[config.mk]
export PLATFORM = sky130hd
export DESIGN_NAME = auth_initiator
export DESIGN_NICKNAME = d
export VERILOG_FILES = /design/src/rtl/auth_initiator.sv
export SDC_FILE = /design/constraint.sdc
export NUM_CORES = 2
export LEC_CHECK = 0
export ABC_AREA = 1
export BUFFER_PORTS_ARGS = -buffer_cell sky130_fd_sc_hd__buf_2
export CORE_AREA = 2 2 700 702
export DETAILED_ROUTE_END_ITERATION = 8
export DIE_AREA = 0 0 702 704
export GPL_TIMING_DRIVEN = 0
export PLACE_DENSITY_LB_ADDON = 0.25
export SYNTH_ARGS = -nofsm -noshare
export SYNTH_HDL_FRONTEND = slang
export SYNTH_SLANG_ARGS = --single-unit
[constraint.sdc]
create_clock -name clk -period 1.8 [get_ports clk]
set_input_delay 0.18 -clock clk [delete_from_list [all_inputs] [get_ports clk]]
set_output_delay 0.18 -clock clk [all_outputs]
set_load 0.05 [all_outputs]
[src/rtl/auth_initiator.sv]
// Authentication initiator: sends GET_DIGESTS then CHALLENGE over a level-held req/ack
// handshake, validates each response, retries on timeout and reports pass/fail.
module auth_initiator #(
    parameter int unsigned MSG_LEN        = 512,
    parameter int unsigned TIMEOUT_CYCLES = 1000,
    parameter int unsigned MAX_RETRIES    = 2
) (
    input  logic               clk,
    input  logic               reset,
    input  logic               start,
    input  logic [3:0]         slot,
    input  logic [255:0]       nonce,
    output logic               req_out,
    output logic [MSG_LEN-1:0] auth_msg_req_out,
    input  logic               resp_req_in,
    input  logic [MSG_LEN-1:0] auth_msg_resp_in,
    output logic               Ack_out,
    output logic               busy,
    output logic               done,
    output logic               pass,
    output logic [7:0]         error_code,
    output logic [MSG_LEN-33:0] digests_out
);

    localparam int unsigned TW = $clog2(TIMEOUT_CYCLES) + 1;
    localparam int unsigned RW = $clog2(MAX_RETRIES + 2);
    localparam int unsigned PW = MSG_LEN - 32;
    localparam int unsigned ZW = PW - 256;

    typedef enum logic [3:0] {
        StIdle, StSendDig, StWaitDig, StGapDig, StCheckDig,
        StSendChal, StWaitChal, StGapChal, StCheckChal, StReport
    } state_e;

    state_e             r_state, w_state;
    logic               r_req, w_req, r_ack, w_ack, r_busy, w_busy, r_done, w_done;
    logic               r_pass, w_pass;
    logic [7:0]         r_err, w_err, w_chk;
    logic [MSG_LEN-1:0] r_msg, w_msg, r_resp, w_resp, w_dig_msg, w_chal_msg;
    logic [PW-1:0]      r_dig, w_dig;
    logic [TW-1:0]      r_timer, w_timer;
    logic [RW-1:0]      r_retries, w_retries;
    logic [3:0]         r_slot, w_slot;
    logic [255:0]       r_nonce, w_nonce;
    logic               w_chal_phase;
    logic               w_unused_param2;

    // First failing check wins: version, then ERROR message, then unexpected type.
    function automatic logic [7:0] resp_err(input logic [23:0] hdr, input logic [7:0] exp_type);
        logic [7:0] ver, typ, p1;
        ver = hdr[23:16];
        typ = hdr[15:8];
        p1  = hdr[7:0];
        if (ver != 8'h01)          return 8'hFC;
        else if (typ == 8'h7F)     return (p1 == 8'h00) ? 8'hFF : p1;
        else if (typ != exp_type)  return 8'hFD;
        else                       return 8'h00;
    endfunction

    assign w_dig_msg  = {8'h01, 8'h81, 8'h00, 8'h00, {PW{1'b0}}};
    assign w_chal_msg = {8'h01, 8'h83, 4'h0, r_slot, 8'h00, r_nonce, {ZW{1'b0}}};
    assign w_chk      = resp_err(r_resp[MSG_LEN-1 -: 24],
                                 (r_state == StCheckChal) ? 8'h03 : 8'h01);
    assign w_chal_phase    = (r_state == StWaitChal);
    assign w_unused_param2 = ^r_resp[MSG_LEN-25 -: 8];

    always_comb begin
        w_state   = r_state;
        w_req     = r_req;
        w_ack     = 1'b0;
        w_done    = 1'b0;
        w_pass    = r_pass;
        w_err     = r_err;
        w_msg     = r_msg;
        w_resp    = r_resp;
        w_dig     = r_dig;
        w_timer   = r_timer;
        w_retries = r_retries;
        w_slot    = r_slot;
        w_nonce   = r_nonce;
        unique case (r_state)
            StIdle: begin
                if (start) begin
                    w_slot    = slot;
                    w_nonce   = nonce;
                    w_pass    = 1'b0;
                    w_err     = 8'h00;
                    w_retries = '0;
                    w_state   = StSendDig;
                end
            end
            StSendDig, StSendChal: begin
                w_msg   = (r_state == StSendDig) ? w_dig_msg : w_chal_msg;
                w_timer = '0;
                w_req   = 1'b1;
                w_state = (r_state == StSendDig) ? StWaitDig : StWaitChal;
            end
            StWaitDig, StWaitChal: begin
                // A response on the timeout edge takes priority over the retry.
                if (resp_req_in) begin
                    w_resp  = auth_msg_resp_in;
                    w_ack   = 1'b1;
                    w_req   = 1'b0;
                    w_state = w_chal_phase ? StCheckChal : StCheckDig;
                end else if (r_timer == TW'(TIMEOUT_CYCLES - 1)) begin
                    w_req = 1'b0;
                    if (r_retries < RW'(MAX_RETRIES)) begin
                        w_retries = r_retries + 1'b1;
                        w_state   = w_chal_phase ? StGapChal : StGapDig;
                    end else begin
                        w_err   = 8'hFE;
                        w_pass  = 1'b0;
                        w_state = StReport;
                    end
                end else if (r_timer != '1) begin
                    w_timer = r_timer + 1'b1;
                end
            end
            StGapDig:  w_state = StSendDig;
            StGapChal: w_state = StSendChal;
            StCheckDig: begin
                if (w_chk != 8'h00) begin
                    w_err   = w_chk;
                    w_pass  = 1'b0;
                    w_state = StReport;
                end else begin
                    w_dig     = r_resp[PW-1:0];
                    w_retries = '0;
                    w_state   = StSendChal;
                end
            end
            StCheckChal: begin
                w_state = StReport;
                if (w_chk != 8'h00) begin
                    w_err  = w_chk;
                    w_pass = 1'b0;
                end else if (r_resp[MSG_LEN-21 -: 4] != r_slot) begin
                    w_err  = 8'hFB;
                    w_pass = 1'b0;
                end else begin
                    w_err  = 8'h00;
                    w_pass = 1'b1;
                end
            end
            StReport: begin
                w_done  = 1'b1;
                w_state = StIdle;
            end
            default: w_state = StIdle;
        endcase
        w_busy = (w_state != StIdle);
    end

    always_ff @(posedge clk or negedge reset) begin
        if (!reset) begin
            r_state   <= StIdle;
            r_req     <= 1'b0;
            r_ack     <= 1'b0;
            r_busy    <= 1'b0;
            r_done    <= 1'b0;
            r_pass    <= 1'b0;
            r_err     <= 8'h00;
            r_msg     <= '0;
            r_resp    <= '0;
            r_dig     <= '0;
            r_timer   <= '0;
            r_retries <= '0;
            r_slot    <= '0;
            r_nonce   <= '0;
        end else begin
            r_state   <= w_state;
            r_req     <= w_req;
            r_ack     <= w_ack;
            r_busy    <= w_busy;
            r_done    <= w_done;
            r_pass    <= w_pass;
            r_err     <= w_err;
            r_msg     <= w_msg;
            r_resp    <= w_resp;
            r_dig     <= w_dig;
            r_timer   <= w_timer;
            r_retries <= w_retries;
            r_slot    <= w_slot;
            r_nonce   <= w_nonce;
        end
    end

    assign req_out          = r_req;
    assign auth_msg_req_out = r_msg;
    assign Ack_out          = r_ack;
    assign busy             = r_busy;
    assign done             = r_done;
    assign pass             = r_pass;
    assign error_code       = r_err;
    assign digests_out      = r_dig;

endmodule

# After elaboration in Yosys (flattened, before gate mapping)
# Cells that the tools add are included.
[totals]
ff_bits = 1794
ramBits = 0
latch_bits = 0
wordCells = 106
mem_bits_ro = 0
memories = 0
output_inout_bits = 1005
[classes]
n_mux = 47
reduce_logical = 16
eq_ne = 25
bitwise_logic = 1
div_mod_pow = 0
n_mul = 0
n_shift = 0
add_sub_neg = 2
magnitude_cmp = 1
[op_table]
columns = ["op", "count"]
rows = [
  ["498-bit two-way mux", 1],
  ["8-bit two-way mux", 11],
  ["11-bit two-way mux", 3],
  ["8-bit one-hot mux with 4 select lines", 1],
  ["4-bit one-hot mux with 7 select lines", 1],
  ["4-bit two-way mux", 6],
  ["11-bit one-hot mux with 2 select lines", 1],
  ["2-bit inequality test (second input constant)", 9],
  ["4-bit by 3-bit equality test with 1-bit output (second input constant)", 4],
  ["1-bit two-way mux", 12],
  ["2-bit two-way mux", 6],
  ["6-bit AND reduction", 2],
  ["11-bit by 1-bit adder with 11-bit output (second input constant)", 1],
  ["11-bit by 10-bit equality test with 1-bit output (second input constant)", 1],
  ["11-bit inequality test (second input constant)", 1],
  ["4-bit by 2-bit equality test with 1-bit output (second input constant)", 2],
  ["4-bit equality test (second input constant)", 2],
  ["8-bit by 7-bit equality test with 1-bit output (second input constant)", 1],
  ["8-bit logical NOT", 1],
  ["8-bit by 1-bit inequality test with 1-bit output (second input constant)", 1],
  ["8-bit by 2-bit inequality test with 1-bit output", 1],
  ["2-bit AND reduction", 4],
  ["4-bit nonzero test", 2],
  ["8-bit nonzero test", 1],
  ["other kinds (15)", 17],
]

# Depth between registers and ports, before layout
[logic_depth]
depth_word = 10
ltp_mapped = 16
ltp_nobuf = 16

# Worst setup path before layout
# No wires, ideal clock.
[synth_timing]
kind = "flip-flop to flip-flop"
start = "register r_state[1]"
end = "register r_dig[100], in the netlist digests_out[100]"
synth_period_minus_slack_ns = 2.040
slack_ns = -0.240
path_stages_with_launch = 15
arrival_ns = 1.922
setup_time_ns = 0.118
path_cell_list = "dfrtp_1 > buf_2 > nor2_2 > nand2_2 > nand2_1 > nand3_2 > nand2_2 > nand3_1 > nor2_2 > nand3_2 > buf_4 > buf_6 > buf_6 > nand2_1 > nand2_1"
[synth_between]
elab_chain_cells = 9
word_cells_on_any_way = 10
[synth_lines]
columns = ["element", "line", "source"]
rows = [
  ["start: declaration", "35", "state_e r_state, w_state;"],
  ["start signal: assignment", "156", "r_state <= StIdle;"],
  ["start signal: assignment", "171", "r_state <= w_state;"],
  ["4-bit equality test", "63", "(r_state == StCheckChal) ? 8'h03 : 8'h01);"],
  ["2-bit two-way mux", "63", ""],
  ["8-bit by 2-bit inequality test with 1-bit output", "56", "else if (typ != exp_type) return 8'hFD;"],
  ["8-bit two-way mux", "56", ""],
  ["8-bit two-way mux", "55", "else if (typ == 8'h7F) return (p1 == 8'h00) ? 8'hFF : p1;"],
  ["8-bit two-way mux", "54", "if (ver != 8'h01) return 8'hFC;"],
  ["8-bit nonzero test", "122", "if (w_chk != 8'h00) begin"],
  ["1-bit NOT (no line)", "n/a", ""],
  ["2-bit AND reduction (no line) (*)", "n/a", ""],
  ["end signal: assignment", "180", "r_dig <= w_dig;"],
  ["end: declaration", "40", "logic [PW-1:0] r_dig, w_dig;"],
]
# Mark *: on every way between the ends. The rest lies on a longest branch, timed or not.
# A chain may end at the register's enable or synchronous reset.

# Final worst setup path
[layout_timing]
start = "register r_state[1]"
end = "register r_dig[43], in the netlist digests_out[43]"
# Same word-level chain as after synthesis.

==> impl_metrics.env <==
export IMPL_die_h_um=704
export IMPL_seq_area_frac_synth_pct=64.05
export IMPL_arrival_ps=3320
export IMPL_skew_ps=99.68
export IMPL_violations="hold timing, setup timing"
export IMPL_finalHoldViolCount=269
export IMPL_vdd_ir_drop_worst_uv=1136
export IMPL_grt_max_degree=140
export IMPL_core_area_um2=487500
export IMPL_setup_viol=2022
export IMPL_place_congestion=0.9063
export IMPL_fmaxAchievable_ghz=0.3934
export IMPL_timing_rr_end="digests_out[43]"
export IMPL_rsz0062_at_grt="true"
export IMPL_wl_met1_mm=144.8
export IMPL_nFillCells=54120
export IMPL_slew_viol_final=0
export IMPL_cp_slowest_cell="dfrtp_1"
export IMPL_async_reset_ff_share_pct=100.0
export IMPL_netlist_top_cells_count="nand2_1, dfrtp_1, o21ai_0"
export IMPL_drt_iter0_drc=3099
export IMPL_wl_met3_mm=25.58
export IMPL_clk_latency_ps=930
export IMPL_detail_route_wl_per_cell_um=23.36
export IMPL_detail_route_vias_per_cell=3.360
export IMPL_power_density_nw_per_um2=1393
export IMPL_drc=0
export IMPL_vias=55420
export IMPL_hp_class="input port to asynchronous set/reset pin"
export IMPL_max_clock_path_buffers=4
export IMPL_ys_top_cells_by_area="dfrtp_1, nand2_1, o21ai_0, buf_4, inv_1"
export IMPL_std_cell_rows=257
export IMPL_root_buffer="clkbuf_16"
export IMPL_r2r_start="r_state[1]"
export IMPL_regArea_um2=38440
export IMPL_clkSlewWorstSetupHoldPaths_ps=60
export IMPL_pin_count=1781
export IMPL_grt_usage_pct=14.90
export IMPL_synth_top_area_share_pct=64.05
export IMPL_finalCritPeriodShare_pct=141.2
export IMPL_status="finished, violations left"
export IMPL_fin_nets=10550
export IMPL_required_ps=2580
export IMPL_maxCapViolations=0
export IMPL_die_area_um2=494200
export IMPL_synth_area_leader_cell="dfrtp_1"
export IMPL_syn_to_final_growth_pct=68.13
export IMPL_synth_cell_type_count=31
export IMPL_whs_ps=-798.6
export IMPL_dp_worst_setup_slack_ps=-2410
export IMPL_grt_pass1_wl_mm=506.3
export IMPL_final_layout_size_suffix_gt1_share_pct=29.18
export IMPL_yosys_most_used_dff="dfrtp_1"
export IMPL_worst_slack_ps=-741.9
export IMPL_crit_chain="buf_6 > nor2_4 > nand2_4 > nand2_4 > nand3_4 > nand2_4 > nand4_1 > nor2_4 > nand3_4 > buf_16 > buf_8 > buf_12 > buf_12 > clkbuf_16 > nand2_2 > nand2_1"
export IMPL_start_util_pct=12.31
export IMPL_htreeDepth=4
export IMPL_routed_wl_mm=385.4
export IMPL_cts_buffers=203
export IMPL_reg2reg_slack_ps=-740
export IMPL_synth_area_per_cell_um2=9.139
export IMPL_dr_max_layer_used="met5"
export IMPL_cpMostUsedCell="nand2_4"
export IMPL_grt_overflow=0
export IMPL_reg2regPathDepth=16
export IMPL_yosys_register_bits=1536
export IMPL_multiInputGateArea_um2=19140
export IMPL_worst_slew_pin_slew_ps=969.4
export IMPL_crit_path_max_fanout=6
export IMPL_portBuffers=1524
export IMPL_syn_inst=6566
export IMPL_leakage_nw=52.44
export IMPL_critPathCaptureType="register"
export IMPL_antenna_found_initial=133
export IMPL_critPathMaxStageDelay_ps=370
export IMPL_dr_pass1_iters=5
export IMPL_fin_util_pct=20.70
export IMPL_dr_wl_met2_mm=191.6
export IMPL_cts_tree="yes"
export IMPL_slew_headroom_pct=35.37
export IMPL_min_period_ps=2542
export IMPL_critPathLaunchType="register"
export IMPL_grt_pass1_vias=57030
export IMPL_post_dp_hpwl_mm=301.3
export IMPL_yosys_warnings=0
export IMPL_crit_type="register to register"
export IMPL_syn_area_um2=60010
export IMPL_cts_sinks=1536
export IMPL_ant_nets=0
export IMPL_synth_edff_count=0
export IMPL_die_w_um=702
export IMPL_post_synth_top_count_cell="nand2_1"
## sequential cells by signal, summed over array words and instances (netlist names), 2 cells and up
signal / flops
auth_msg_req_out: 262
r_slot: 4
r_nonce: 256
r_retries: 2
error_code: 8
r_resp: 504
r_state: 4
digests_out: 480
r_timer: 11
## routing by layer
| metal | track usage, % | up-vias |
|---|---|---|
| li1 | - | 26230 |
| met1 | 16.20 | 27050 |
| met2 | 26.36 | 1578 |
| met3 | 4.225 | 519 |
| met4 | 7.442 | 48 |
| met5 | 0 | - |
## cell type report
cell class | instances | share of cell area, %
diodes | 83 | 0.2059
plain buffers | 580 | 5.119
clock buffers | 291 | 5.840
clock inverters | 81 | 0.9797
inverters | 375 | 1.432
multi-input cells | 4317 | 18.98
flip-flops and latches | 1536 | 38.10
well taps | 6475 | 8.030
repair buffers | 2757 | 21.32
## placed cells by master, fill, tap and decap left out, types with 14 or more instances in the layout
| cell type | instances |
|---|---|
| diode_2 | 83 |
| o21ai_0 | 398 |
| bufinv_16 | 15 |
| nor2_4 | 65 |
| buf_12 | 56 |
| clkbuf_4 | 14 |
| conb_1 | 248 |
| nand2_4 | 109 |
| nand2_1 | 2716 |
| clkinv_2 | 36 |
| buf_4 | 298 |
| dfrtp_1 | 1532 |
| a21oi_1 | 267 |
| clkbuf_1 | 146 |
| clkbuf_2 | 62 |
| buf_8 | 29 |
| nor2_1 | 228 |
| nand2_2 | 171 |
| o21ai_1 | 24 |
| buf_6 | 46 |
| buf_2 | 1533 |
| clkbuf_16 | 288 |
| buf_16 | 33 |
| o21ai_2 | 16 |
| inv_1 | 368 |
| dlygate4sd3_1 | 1056 |
| nand3_1 | 22 |
| clkbuf_8 | 65 |
## critical path: cells and delay by family, from the launching register on
family,cells,cell delay (ps)
DFF,1,370
buffers and inverters,6,940
and+or+nand+nor,10,1030
## repair_timing
item | CTS | global route
endpoints found under the setup margin | 2564 | 2400
pin swaps | 24 | 79
setup buffers | 62 | 23
resized for setup | 480 | 508
hold buffers | 1053 | 6
gates cloned | 26 | 47
endpoints found under the hold margin | 1140 | 308
## kinds of logic after synthesis
group	count (synthesis)	synth area share [%]
xor+xnor	7	0.1022
simple gates	3339	21.04
flops	1536	64.05
other cells	1	0.006249
mux	3	0.05421
fa+ha+maj	1	0.02085
compound gates	719	6.036
buf+inv	960	8.689
## power by group
| group | switching [mW] | leakage, nW | internal, mW |
|---|---|---|---|
| combinational | 33.7 | 29.4 | 12.9 |
| sequential | 5.88 | 19.7 | 45.5 |
| clock | 17.6 | 3.39 | 25.0 |
| total | 57.2 | 52.4 | 83.4 |
## how the worst max path moves through the flow
stage / slack [ps] / startpoint / end
6_report: -740 / r_state[1] / digests_out[43]
3_3_place_gp: -41950 / reset / r_state[0]
5_1_grt: -870 / r_state[1] / digests_out[352]
4_1_cts: -800 / r_state[1] / digests_out[39]
2_1_floorplan: -130 / r_state[1] / digests_out[119]
3_5_place_dp: -2410 / r_state[3] / r_resp[404]
## per-stage QoR
stage	cell area (um^2)	TNS, ps	cells	total power [mW]
finish	100900	-834130	16500	140.6
global route	100800	-1173840	16450	148.4
CTS	97770	-1000000	16340	142.3
detailed placement	77250	-2801360	14830	93.61
global placement	76760	-	14810	93.20
floorplan	61030	-56240	6813	75.60
(Power assumes the default switching activity.)
